File: src/rtl/fp_op_sequencer_if.sv
// ============================================================================
//  Module      : fp_op_sequencer_if
//  Description : Bundle between the decode stage and the FP op sequencer.
//  Revision    : 1.0 - initial release
// ============================================================================
`default_nettype none

interface fp_op_sequencer_if;
    logic        iStart;
    logic [2:0]  iOpClass;
    logic [4:0]  iRd;
    logic        iIntDest;
    logic [31:0] iFPResult;
    logic        iAbort;
    logic        iClrStats;

    logic        oPCWrite;
    logic        oFPStart;
    logic        oBusy;
    logic        oFPRegWrite;
    logic        oRegWrite;
    logic [4:0]  oWrRd;
    logic [31:0] oWrData;
    logic        oDone;
    logic        oIllegal;
    logic [31:0] oStallCycles;

    modport master (
        output iStart, iOpClass, iRd, iIntDest, iFPResult, iAbort, iClrStats,
        input  oPCWrite, oFPStart, oBusy, oFPRegWrite, oRegWrite,
               oWrRd, oWrData, oDone, oIllegal, oStallCycles
    );

    modport slave (
        input  iStart, iOpClass, iRd, iIntDest, iFPResult, iAbort, iClrStats,
        output oPCWrite, oFPStart, oBusy, oFPRegWrite, oRegWrite,
               oWrRd, oWrData, oDone, oIllegal, oStallCycles
    );
endinterface

`default_nettype wire

File: src/rtl/fp_op_sequencer.sv
// ============================================================================
//  Module      : fp_op_sequencer
//  Description : Stalls the PC during multi-cycle FPALU ops and issues the
//                writeback to the FP or integer register bank.
//  Revision    : 1.0 - initial release
// ============================================================================
`default_nettype none

module fp_op_sequencer #(
    parameter int LAT_ADD  = 3,
    parameter int LAT_MUL  = 4,
    parameter int LAT_DIV  = 12,
    parameter int LAT_SQRT = 16,
    parameter int CNT_W    = 5
) (
    input  wire logic          iCLK,
    input  wire logic          iRST_N,
    fp_op_sequencer_if.slave   bus
);

    localparam logic [1:0] c_IDLE = 2'd0;
    localparam logic [1:0] c_RUN  = 2'd1;
    localparam logic [1:0] c_WB   = 2'd2;

    localparam logic [CNT_W-1:0] c_CNT_ADD  = CNT_W'(LAT_ADD  - 2);
    localparam logic [CNT_W-1:0] c_CNT_MUL  = CNT_W'(LAT_MUL  - 2);
    localparam logic [CNT_W-1:0] c_CNT_DIV  = CNT_W'(LAT_DIV  - 2);
    localparam logic [CNT_W-1:0] c_CNT_SQRT = CNT_W'(LAT_SQRT - 2);
    localparam logic [CNT_W-1:0] c_CNT_ONE  = {{(CNT_W-1){1'b0}}, 1'b1};
    localparam logic [31:0]      c_STALL_MAX = 32'hFFFF_FFFF;

    logic [1:0]       r_state, w_stateNext;
    logic [CNT_W-1:0] r_cnt, w_cntNext;
    logic [4:0]       r_rd, w_rdNext;
    logic             r_intDest, w_intDestNext;
    logic [31:0]      r_stallCycles;

    logic             w_legal;
    logic [CNT_W-1:0] w_cntLoad;
    logic             w_req;
    logic             w_pcWrite;

    // Counter preload is LAT-2 so that RUN spans LAT-1 cycles.
    always_comb begin
        w_legal   = 1'b1;
        w_cntLoad = '0;
        case (bus.iOpClass)
            3'd1:    w_cntLoad = c_CNT_ADD;
            3'd2:    w_cntLoad = c_CNT_MUL;
            3'd3:    w_cntLoad = c_CNT_DIV;
            3'd4:    w_cntLoad = c_CNT_SQRT;
            default: w_legal   = 1'b0;
        endcase
    end

    // Abort in IDLE masks the request entirely, including the illegal pulse.
    assign w_req = iRST_N && bus.iStart && !bus.iAbort;

    always_ff @(posedge iCLK or negedge iRST_N) begin
        if (!iRST_N) begin
            r_state   <= c_IDLE;
            r_cnt     <= '0;
            r_rd      <= '0;
            r_intDest <= 1'b0;
        end else begin
            r_state   <= w_stateNext;
            r_cnt     <= w_cntNext;
            r_rd      <= w_rdNext;
            r_intDest <= w_intDestNext;
        end
    end

    always_comb begin
        w_stateNext   = r_state;
        w_cntNext     = r_cnt;
        w_rdNext      = r_rd;
        w_intDestNext = r_intDest;
        case (r_state)
            c_IDLE: begin
                if (w_req && w_legal) begin
                    w_stateNext   = c_RUN;
                    w_cntNext     = w_cntLoad;
                    w_rdNext      = bus.iRd;
                    w_intDestNext = bus.iIntDest;
                end
            end
            c_RUN: begin
                if (bus.iAbort) begin
                    w_stateNext = c_IDLE;
                end else if (r_cnt == '0) begin
                    w_stateNext = c_WB;
                end else begin
                    w_cntNext = r_cnt - c_CNT_ONE;
                end
            end
            c_WB:    w_stateNext = c_IDLE;
            default: w_stateNext = c_IDLE;
        endcase
    end

    always_comb begin
        w_pcWrite       = 1'b1;
        bus.oFPStart    = 1'b0;
        bus.oBusy       = 1'b0;
        bus.oFPRegWrite = 1'b0;
        bus.oRegWrite   = 1'b0;
        bus.oWrRd       = '0;
        bus.oWrData     = '0;
        bus.oDone       = 1'b0;
        bus.oIllegal    = 1'b0;
        case (r_state)
            c_IDLE: begin
                w_pcWrite    = !(w_req && w_legal);
                bus.oFPStart = w_req && w_legal;
                bus.oIllegal = w_req && !w_legal;
            end
            c_RUN: begin
                bus.oBusy = 1'b1;
                w_pcWrite = bus.iAbort;
            end
            c_WB: begin
                bus.oBusy = 1'b1;
                if (!bus.iAbort) begin
                    bus.oDone       = 1'b1;
                    bus.oFPRegWrite = !r_intDest;
                    bus.oRegWrite   = r_intDest;
                    bus.oWrRd       = r_rd;
                    bus.oWrData     = bus.iFPResult;
                end
            end
            default: ;
        endcase
        bus.oPCWrite = w_pcWrite;
    end

    always_ff @(posedge iCLK or negedge iRST_N) begin
        if (!iRST_N) begin
            r_stallCycles <= '0;
        end else if (bus.iClrStats) begin
            r_stallCycles <= '0;
        end else if (!w_pcWrite && (r_stallCycles != c_STALL_MAX)) begin
            r_stallCycles <= r_stallCycles + 32'd1;
        end
    end

    assign bus.oStallCycles = r_stallCycles;

endmodule

`default_nettype wire

File: src/flat_wrapper.sv
// flat-port wrapper written by rule: the top's interface ports become plain ports
module fp_op_sequencer_flat 
#(
    parameter int LAT_ADD  = 3,
    parameter int LAT_MUL  = 4,
    parameter int LAT_DIV  = 12,
    parameter int LAT_SQRT = 16,
    parameter int CNT_W    = 5
)
  (iCLK, iRST_N, bus_iStart, bus_iOpClass, bus_iRd, bus_iIntDest, bus_iFPResult, bus_iAbort, bus_iClrStats, bus_oPCWrite, bus_oFPStart, bus_oBusy, bus_oFPRegWrite, bus_oRegWrite, bus_oWrRd, bus_oWrData, bus_oDone, bus_oIllegal, bus_oStallCycles);
  fp_op_sequencer_if bus_i ();
  input  wire logic iCLK;
  input  wire logic iRST_N;
  input wire logic [$bits(bus_i.iStart)-1:0] bus_iStart;
  input wire logic [$bits(bus_i.iOpClass)-1:0] bus_iOpClass;
  input wire logic [$bits(bus_i.iRd)-1:0] bus_iRd;
  input wire logic [$bits(bus_i.iIntDest)-1:0] bus_iIntDest;
  input wire logic [$bits(bus_i.iFPResult)-1:0] bus_iFPResult;
  input wire logic [$bits(bus_i.iAbort)-1:0] bus_iAbort;
  input wire logic [$bits(bus_i.iClrStats)-1:0] bus_iClrStats;
  output wire logic [$bits(bus_i.oPCWrite)-1:0] bus_oPCWrite;
  output wire logic [$bits(bus_i.oFPStart)-1:0] bus_oFPStart;
  output wire logic [$bits(bus_i.oBusy)-1:0] bus_oBusy;
  output wire logic [$bits(bus_i.oFPRegWrite)-1:0] bus_oFPRegWrite;
  output wire logic [$bits(bus_i.oRegWrite)-1:0] bus_oRegWrite;
  output wire logic [$bits(bus_i.oWrRd)-1:0] bus_oWrRd;
  output wire logic [$bits(bus_i.oWrData)-1:0] bus_oWrData;
  output wire logic [$bits(bus_i.oDone)-1:0] bus_oDone;
  output wire logic [$bits(bus_i.oIllegal)-1:0] bus_oIllegal;
  output wire logic [$bits(bus_i.oStallCycles)-1:0] bus_oStallCycles;
  assign bus_i.iStart = bus_iStart;
  assign bus_i.iOpClass = bus_iOpClass;
  assign bus_i.iRd = bus_iRd;
  assign bus_i.iIntDest = bus_iIntDest;
  assign bus_i.iFPResult = bus_iFPResult;
  assign bus_i.iAbort = bus_iAbort;
  assign bus_i.iClrStats = bus_iClrStats;
  assign bus_oPCWrite = bus_i.oPCWrite;
  assign bus_oFPStart = bus_i.oFPStart;
  assign bus_oBusy = bus_i.oBusy;
  assign bus_oFPRegWrite = bus_i.oFPRegWrite;
  assign bus_oRegWrite = bus_i.oRegWrite;
  assign bus_oWrRd = bus_i.oWrRd;
  assign bus_oWrData = bus_i.oWrData;
  assign bus_oDone = bus_i.oDone;
  assign bus_oIllegal = bus_i.oIllegal;
  assign bus_oStallCycles = bus_i.oStallCycles;
  fp_op_sequencer #(.LAT_ADD(LAT_ADD), .LAT_MUL(LAT_MUL), .LAT_DIV(LAT_DIV), .LAT_SQRT(LAT_SQRT), .CNT_W(CNT_W)) u_core (.iCLK(iCLK), .iRST_N(iRST_N), .bus(bus_i));
endmodule
File: config.mk
export PLATFORM = sky130hd
export DESIGN_NAME = fp_op_sequencer_flat
export DESIGN_NICKNAME = d
export VERILOG_FILES = /design/src/rtl/fp_op_sequencer_if.sv /design/src/rtl/fp_op_sequencer.sv /design/src/flat_wrapper.sv
export SDC_FILE = /design/constraint.sdc
export NUM_CORES = 1
export LEC_CHECK = 0
export CAP_MARGIN = 20
export CORE_ASPECT_RATIO = 1.1
export CORE_UTILIZATION = 48
export CTS_BUF_LIST = sky130_fd_sc_hd__clkbuf_8
export DETAILED_ROUTE_END_ITERATION = 10
export GPL_ROUTABILITY_DRIVEN = 0
export PLACE_DENSITY = 0.89
export SLEW_MARGIN = 20
export SYNTH_ARGS = -nofsm -noshare
export SYNTH_HDL_FRONTEND = slang
export SYNTH_SLANG_ARGS = --single-unit
export TNS_END_PERCENT = 50
File: constraint.sdc
create_clock -name iCLK -period 4.2 [get_ports iCLK]
set_input_delay 0.42 -clock iCLK [delete_from_list [all_inputs] [get_ports iCLK]]
set_output_delay 0.42 -clock iCLK [all_outputs]
set_load 0.1 [all_outputs]
# Word level (Yosys, flattened, before mapping)
# Cells that the tools add are included.
# word_totals
mem_bits_rw	0
rom_bits	0
reg_bits	45
elab_cells	63
input_bits	46
memories	0
latch_bits	0
out_inout_bits	76
# classes
n_eq_ne	11
mul	0
n_div	0
shift	0
addsub	2
n_mux	26
magnitude_cmp	0
reduce_logical	19
n_bitwise	0
# op_table
op	n
two-way mux 32 bit	4
adder 32 x 1 -> 32 bit, second input constant	1
!= test 32 bit, second input constant	1
two-way mux 5 bit	5
case mux 4 bit (4 select lines)	1
two-way mux 1 bit	10
case mux 5 bit (2 select lines)	1
equality test 3 x 2 -> 1 bit, second input constant	2
two-way mux 2 bit	3
logical AND 1 bit	5
zero test 1 bit	5
zero test 5 bit	1
subtractor 5 x 1 -> 5 bit, second input constant	1
!= test 2 bit, second input constant	2
case mux 2 bit (2 select lines)	1
AND reduction 2 bit	2
AND reduction 4 bit	1
nonzero test 2 bit	2
OR reduction 4 bit	1
equality test 3 x 1 -> 1 bit, second input constant	1
equality test 3 bit, second input constant	1
!= test 3 x 2 -> 1 bit, second input constant	1
equality test 2 x 1 -> 1 bit, second input constant	1
equality test 2 bit, second input constant	1
other kinds (4)	4

# Depth between registers and ports, before layout
# Gate-level depths: netlist of the first run.
# logic_depth
word_depth	10
ltp_mapped	10
ltp_nobuf	8

# Worst setup path before layout of the first run
# No wires, ideal clock.
# synth_path
path_kind	reg2reg
startpoint	reg u_core.r_state[0]
endpoint	reg u_core.r_stallCycles[10], in the netlist u_core.bus.oStallCycles[10]
synth_period_minus_slack_ps	3209
arrival_ps	3131
stages_incl_launch_ff	10
setup_time_ps	78
n_path_buf	1
slack_ps	991
required_ps	4122
path_cell_list	dfrtp_1 inv_1 ha_1 nand4b_1 or3_4 inv_2 buf_2 nor2_1 o21ai_0 a21oi_1
# synth_between
elab_chain_cells	5
word_cells_on_any_way	6
classes_between	1 x eq/ne; 1 x mux; 4 x reduce/logical
# synth_lines
element	line	text
start: declaration	fp_op_sequencer.sv:32	logic [1:0] r_state, w_stateNext;
start signal: assignment	fp_op_sequencer.sv:61	r_state <= c_IDLE;
start signal: assignment	fp_op_sequencer.sv:66	r_state <= w_stateNext;
equality test 2 x 1 -> 1 bit / zero test 2 bit (equally long branches)	fp_op_sequencer.sv:111	case (r_state)
case mux 1 bit (2 select lines) *	fp_op_sequencer.sv:111	
net bus_oPCWrite	flat_wrapper.sv:21	output wire logic [$bits(bus_i.oPCWrite)-1:0] bus_oPCWrite;
zero test 1 bit *	fp_op_sequencer.sv:141	end else if (!w_pcWrite && (r_stallCycles != c_STALL_MAX)) begin
logical AND 1 bit *	fp_op_sequencer.sv:141	
nonzero test 2 bit (no line) *	--	
end signal: assignment	fp_op_sequencer.sv:142	r_stallCycles <= r_stallCycles + 32'd1;
end: declaration	fp_op_sequencer.sv:36	logic [31:0] r_stallCycles;
# The timed path passes the listed nets; every way through them passes the cells marked *.
# A chain may end at the register's enable or synchronous reset.

# Final worst setup path of the first run
# layout_path
startpoint	in bus_iAbort
endpoint	reg u_core.r_stallCycles[5], in the netlist u_core.bus.oStallCycles[5]
# layout_between
elab_chain_cells	8
# layout_lines
element	line	text
start: declaration	flat_wrapper.sv:19	input wire logic [$bits(bus_i.iAbort)-1:0] bus_iAbort;
zero test 1 bit	fp_op_sequencer.sv:57	assign w_req = iRST_N && bus.iStart && !bus.iAbort;
logical AND 1 bit	fp_op_sequencer.sv:57	
logical AND 1 bit	fp_op_sequencer.sv:113	w_pcWrite = !(w_req && w_legal);
zero test 1 bit	fp_op_sequencer.sv:113	
case mux 1 bit (2 select lines) *	fp_op_sequencer.sv:111	
zero test 1 bit *	fp_op_sequencer.sv:141	
logical AND 1 bit *	fp_op_sequencer.sv:141	
nonzero test 2 bit (no line) *	--	
# Every way passes the cells marked *; elsewhere a longest branch is shown, timed or not.

==> impl_metrics.json, run 1 <==
{
  "setup_viol": 0,
  "syn-cell-area_mm2": 0.00287,
  "clock_latency_ns": 0.29,
  "hpwl_mm": 6.36,
  "area_delta_synth_final_pct": 42.3,
  "critPathRequiredTime_ns": 4.42,
  "max-slew-margin-rel": 0.334,
  "track_usage": 0.270,
  "max_slew.worst_pin.slew_ns": 0.996,
  "synth_edf_count": 0,
  "cp_top_family": "simple AND/OR/NAND/NOR gates",
  "grt_pass1_vias": 2726,
  "drive_gt1_frac": 0.150,
  "drt-pass1-iter-count": 4,
  "coreArea_mm2": 0.00577,
  "wl_per_cell_um": 15.9,
  "p_int_uw": 761,
  "hold_violations": 0,
  "clkPwrFrac": 0.188,
  "port_buffers": 121,
  "slew_violations": 0,
  "cts_root_buf": "clkbuf_8",
  "path_buf_inv": 2,
  "grt_max_degree": 47,
  "fin_crit_ns": 2.83,
  "syn_avg_cell_area_um2": 8.61,
  "finalCritPeriodShare": 0.674,
  "ant_nets": 0,
  "critPathMaxStageDelay_ns": 0.68,
  "nNetsFinal": 499,
  "synth_warnings": 0,
  "tns_ns": 0,
  "design.portCount": 122,
  "cp_max_fo": 38,
  "die_h_um": 83.1,
  "die_x_um": 75.7,
  "worstHoldPathType": "input pin to asynchronous set/reset pin",
  "ys_types": 51,
  "dr.max_layer_used": "met4",
  "grt_overflow": 0,
  "skew_ns": 0.00256,
  "antenna_found_initial": 0,
  "synthFlopType": "dfrtp_1",
  "run_status": "finished clean",
  "met3_length_mm": 1.03,
  "ys_async_sr_fraction": 1.00,
  "peakVddDrop_v": 0.000318,
  "drtIter0Drc": 94,
  "crit_slowest_cell": "or4_2",
  "htree_levels": 2,
  "switchingPower_uw": 590,
  "hold_buffers": 0,
  "n_antenna_cell": 0,
  "power_density_mw_per_mm2": 331,
  "clockBufferDepth": 2,
  "vias_per_cell": 5.71,
  "crit_type": "input pin to flop",
  "initial_core_util": 0.497,
  "cts-resized-gates": 0,
  "timing.fmax_mhz": 353,
  "rsz0062_at_grt": "false",
  "ys_ff_latch": 45,
  "fill_cells": 466,
  "route.met2.wl_mm": 4.01,
  "synthCells": 333,
  "cp_data_arrival_time_ns": 3.05,
  "p_leak_nw": 1.68,
  "ys_seq_area_frac": 0.393,
  "cp-end-kind": "flop",
  "r2r_slack_ns": 1.45,
  "via_count": 2998,
  "syn_nets": 385,
  "finalPower_mw": 1.35,
  "wl_mm": 8.36,
  "drc": 0,
  "clkSlewWorstSetupHoldPaths_ns": 0.08,
  "die-area_mm2": 0.00629,
  "cts_sinks": 45,
  "rows": 29,
  "startpoint_type": "input pin",
  "numCtsBuffers": 5,
  "power_frac_comb": 0.424,
  "power_switching_share": 0.437,
  "power_frac_seq": 0.388,
  "grt_pass1_wl_mm": 12.9,
  "cp_cell_sequence": "clkdlybuf4s50_1 > nand4b_1 > or3_4 > inv_2 > o22ai_4 > or4_2 > a21oi_1",
  "max_cap_violations": 0,
  "cts_tree": "done",
  "postCtsSetupRepairBufs": 0,
  "met1_length_mm": 3.16
}
## layout by cell type, fill, tap and decap left out, drive strengths merged, types with 5 or more instances in the layout
cell type,count
and4,7
ha,6
and2,39
dfrtp,45
clkbuf,5
o21ai,21
clkdlybuf4s50,77
or4,11
nand3,11
nor2b,5
or3,19
inv,9
o31ai,10
nand4,12
nand2,32
a21oi,30
buf,46
nor2,19
## power groups by stage
stage               combinational (mW)  sequential [mW]  clock, mW
CTS                              0.570            0.524      0.261
floorplan                        0.411            0.538          0
global placement                 0.558            0.530          0
finish                           0.573            0.524      0.253
detailed placement               0.568            0.533          0
global route                     0.613            0.529      0.279
## flip-flops by register name (all words and copies together), names as in the netlist
| signal | cells |
|---|---|
| u_core.r_state | 2 |
| u_core.r_rd | 5 |
| u_core.r_cnt | 5 |
| u_core.bus.oStallCycles | 32 |
| u_core.r_intDest | 1 |
## synth_stat cells, types with 3 or more instances
cell type  count  share of area
nand2_1       32          0.042
clkbuf_1       9          0.012
o21ai_0       21          0.037
and3_1         3         0.0065
dfrtp_1       45           0.39
a21oi_1       30          0.052
nor3_1         3         0.0052
nand4_1       12          0.026
o31ai_1       10          0.026
or3_1         15          0.033
ha_1           6          0.026
nand3_1       10          0.017
nor4_1         3         0.0065
xor2_1         3         0.0092
and2_1        39          0.085
nor2_1        19          0.025
inv_1          7         0.0092
o211ai_1       3         0.0079
or4_1          9          0.024
nor2b_1        5          0.011
and4_1         7          0.021
nor4b_1        3         0.0092
## final timing paths
kind | startpoint | end | cells after the start
worst max register to register | u_core.r_state[0]$_DFFE_PN0P_ | u_core.bus.oStallCycles[5]$_DFFE_PN0P_ | 8
worst min register to register | u_core.r_rd[4]$_DFFE_PN0P_ | u_core.r_rd[4]$_DFFE_PN0P_ | 2
min in group iCLK | u_core.r_rd[4]$_DFFE_PN0P_ | u_core.r_rd[4]$_DFFE_PN0P_ | 2
worst max-delay path | bus_iAbort | u_core.bus.oStallCycles[5]$_DFFE_PN0P_ | 7
max in group asynchronous | iRST_N | u_core.bus.oStallCycles[29]$_DFFE_PN0P_ | 2
worst min-delay path | iRST_N | u_core.bus.oStallCycles[4]$_DFFE_PN0P_ | 2
## kinds of logic (layout without fill, tap and decap cells)
logic type,count (synthesis),in the layout,share of synthesized area
AND/OR/NAND/NOR,175,175,0.356
flip-flops,45,45,0.393
XOR/XNOR,3,3,0.00916
multiplexers,3,3,0.0113
buffers and inverters,24,139,0.0432
adder cells (fa/ha/maj),6,6,0.0262
AO/OA/AOI/OAI,77,77,0.162
## worst register-to-register path: cells and delay by family, from the launching register on
kind	cells	cell delay, ns
and+or+nand+nor	3	1.30
DFF	1	0.40
adders and majority gates	1	0.24
AOI/OAI and AO/OA	2	0.44
buffers and inverters	2	0.29
## stage by stage
| step | cells | hold WS, ns | cell area [um^2] | setup WS [ns] | util |
|---|---|---|---|---|---|
| 3_3_place_gp | 517 | 0.450 | 3990 | 1.01 | 0.691 |
| 4_1_cts | 525 | 0.300 | 4070 | 1.24 | 0.705 |
| 2_1_floorplan | 333 | 0.124 | 2870 | 0.991 | - |
| 5_1_grt | 525 | 0.332 | 4080 | 1.25 | 0.707 |
| 6_report | 525 | 0.282 | 4080 | 1.37 | 0.707 |
| 3_5_place_dp | 517 | 0.455 | 3990 | 0.949 | 0.691 |
## final cells by class
type	instances	area [um^2]	area share
clock buffers	5	68.8	0.0169
clock inverters	3	13.8	0.00337
multi-input cells	264	1630	0.400
inverters	8	30.0	0.00736
flip-flops and latches	45	1130	0.276
repair buffers	123	1110	0.273
well taps	77	96.3	0.0236
## routing by layer
layer	GRT usage	vias up
met5	0	-
met4	0.0825	0
met3	0.104	11
met2	0.446	128
met1	0.319	1417
li1	-	1442
No activity file was read; power rests on OpenSTA's default activity.
==> run 2, diff against run 1 <==
- CORE_UTILIZATION: 48 -> 40
- PLACE_DENSITY: 0.89 -> 0.79
- clock period: 4.2 -> 2.5 ns (I/O delays scaled with it)
==> run 2 against run 1 <==
Design area up 16%. Clock skew up 0.0037 ns. Die area up 19%. Combinational power up 99%. First-iteration DRC count up 23%. Power up 87%. Clock-buffer cell count up 2. Sequential share of layout area down 3.4 points.
==> impl_metrics.json, run 2 (synthesis gave the netlist of run 1 again) <==
{
  "cp_data_arrival_time_ns": 2.58,
  "rows": 32,
  "drc": 0,
  "coreArea_mm2": 0.00697,
  "peakVddDrop_v": 0.000401,
  "dp_cells": 545,
  "cts_root_buf": "clkbuf_8",
  "rsz0062_at_grt": "false",
  "multiInputGateArea_mm2": 0.00163,
  "max-slew-margin-rel": 0.536,
  "finalPower_mw": 2.52,
  "grt_use_met1": 0.281,
  "crit_slowest_cell": "dfrtp_1",
  "crit_type": "flop to flop",
  "track_usage": 0.240,
  "wl_mm": 8.82,
  "critPathMaxStageDelay_ns": 0.40,
  "cp-end-kind": "flop",
  "r2r_cells": 9,
  "grtUsageMet2": 0.429,
  "cp_cell_sequence": "inv_1 > ha_1 > nand4b_1 > or3_4 > inv_2 > o22ai_2 > buf_12 > nor4_1 > mux2_2",
  "clkSlewWorstSetupHoldPaths_ns": 0.09,
  "critPathRequiredTime_ns": 2.69,
  "final_common_cell": "buf_4",
  "p_leak_nw": 1.94,
  "cts_tree": "done",
  "cts_sinks": 45,
  "fin_crit_ns": 2.39,
  "clockBufferDepth": 2,
  "max_slew.worst_pin.slew_ns": 0.691,
  "n_antenna_cell": 0,
  "r2r_start": "u_core.r_state[0]$_DFFE_PN0P_",
  "grt_pass1_vias": 2929,
  "drt-pass1-iter-count": 4,
  "cp_max_fo": 16,
  "timing.hold.ws_ns": 0.125,
  "drtIter0Drc": 116,
  "grt_pass1_wl_mm": 14.1,
  "slew_violations": 0,
  "antenna_found_initial": 0,
  "initial_core_util": 0.412,
  "clock_latency_ns": 0.30,
  "drive_gt1_frac": 0.288,
  "max_cap_violations": 0,
  "grt_overflow": 0,
  "cts-resized-gates": 0,
  "power_density_mw_per_mm2": 532,
  "wl_per_cell_um": 15.9,
  "worstReg2RegEnd": "u_core.bus.oStallCycles[29]$_DFFE_PN0P_",
  "stdcell_count": 553,
  "run_status": "finished clean",
  "postCtsSetupRepairBufs": 0,
  "layout_setup_ws_ns": 0.111,
  "area_delta_synth_final_pct": 65.4,
  "design.portCount": 122,
  "finalCritPeriodShare": 0.956,
  "timing.fmax_mhz": 419,
  "startpoint_type": "flop",
  "port_buffers": 121,
  "die_h_um": 90.8,
  "largest_reg_flops": 32,
  "layout_common_cells": "buf_4 (54), clkdlybuf4s50_1 (44), buf_12 (44), and2_1 (39)",
  "die_x_um": 82.7,
  "grt_use_met3": 0.0556,
  "numCtsBuffers": 5,
  "vias_per_cell": 5.61,
  "ant_nets": 0,
  "r2r_slack_ns": 0.11,
  "skew_ns": 0.00631,
  "htree_levels": 2,
  "fill_cells": 548,
  "top_usage_layer": "met2",
  "hold_violations": 0,
  "nNetsFinal": 519,
  "hold_buffers": 0,
  "worstHoldPathType": "input pin to asynchronous set/reset pin",
  "die-area_mm2": 0.00751,
  "register_area_mm2": 0.00115,
  "hpwl_mm": 6.95,
  "preCtsSetupSlack_ns": -0.0472,
  "grt_max_degree": 46,
  "setup_viol": 0,
  "via_count": 3103
}
==> run 2: cell types whose count changed in the layout (fill, tap and decap cells not counted), sizes merged <==
cell and change:
clkinv -1, inv -1, clkbuf +2, clkdlybuf4s50 -33
buf +53
==> run 2: power by group <==
| group | internal (mW) | total, mW | switching (mW) |
|---|---|---|---|
| logic | 0.423 | 1.14 | 0.717 |
| clock network | 0.250 | 0.499 | 0.249 |
| registers | 0.818 | 0.885 | 0.0665 |
| total | 1.49 | 2.52 | 1.03 |
==> run 2: cell type report <==
cell class                      instances  share of cell area
Timing Repair Buffer                  143               0.365
Multi-Input combinational cell        264               0.343
Sequential cell                        45               0.242
Tap cell                               85              0.0224
Clock buffer                            7              0.0203
Inverter                                8             0.00633
Clock inverter                          1             0.00105
==> run 2: worst max-delay path by stage <==
stage	cells after the start	startpoint	to	slack, ns
after floorplan	6	u_core.bus.oStallCycles[5]$_DFFE_PN0P_	u_core.bus.oStallCycles[31]$_DFFE_PN0P_	-0.24
after global placement	8	bus_iOpClass[0]	u_core.bus.oStallCycles[31]$_DFFE_PN0P_	0.02
after detailed placement	8	bus_iOpClass[1]	u_core.bus.oStallCycles[29]$_DFFE_PN0P_	-0.05
after CTS	9	u_core.r_state[0]$_DFFE_PN0P_	u_core.bus.oStallCycles[29]$_DFFE_PN0P_	0.12
after global routing	9	u_core.r_state[1]$_DFFE_PN0P_	u_core.bus.oStallCycles[26]$_DFFE_PN0P_	0.02
final	9	u_core.r_state[0]$_DFFE_PN0P_	u_core.bus.oStallCycles[29]$_DFFE_PN0P_	0.11
==> run 2: worst max-delay path: cells and delay by family, from the launching register on <==
family | cells | cell delay, ns
AND/OR/NAND/NOR | 3 | 0.79
flip-flops | 1 | 0.40
multiplexers | 1 | 0.38
buffers and inverters | 3 | 0.37
adder cells (fa/ha/maj) | 1 | 0.17
AO/OA/AOI/OAI | 1 | 0.15
==> run 2: through the flow <==
step / TNS (ns) / util / area [um^2]
after global placement: 0 / 0.666 / 4640
after CTS: 0 / 0.681 / 4740
after global routing: 0 / 0.681 / 4740
after floorplan: -1.22 / - / 2900
after detailed placement: -0.0472 / 0.666 / 4640
final: 0 / 0.681 / 4740
==> run 2: metal layers <==
layer / up-vias / routed length [um]
met1: 1465 / 3290
met5: - / 0
met3: 17 / 825
li1: 1486 / -
met4: 0 / 144
met2: 135 / 4560
==> run 3, diff against run 2 <==
- SKIP_LAST_GASP: not set -> 1
==> results of run 3 <==
Same layout as run 2: the final DEF is identical, and so are final timing and power.
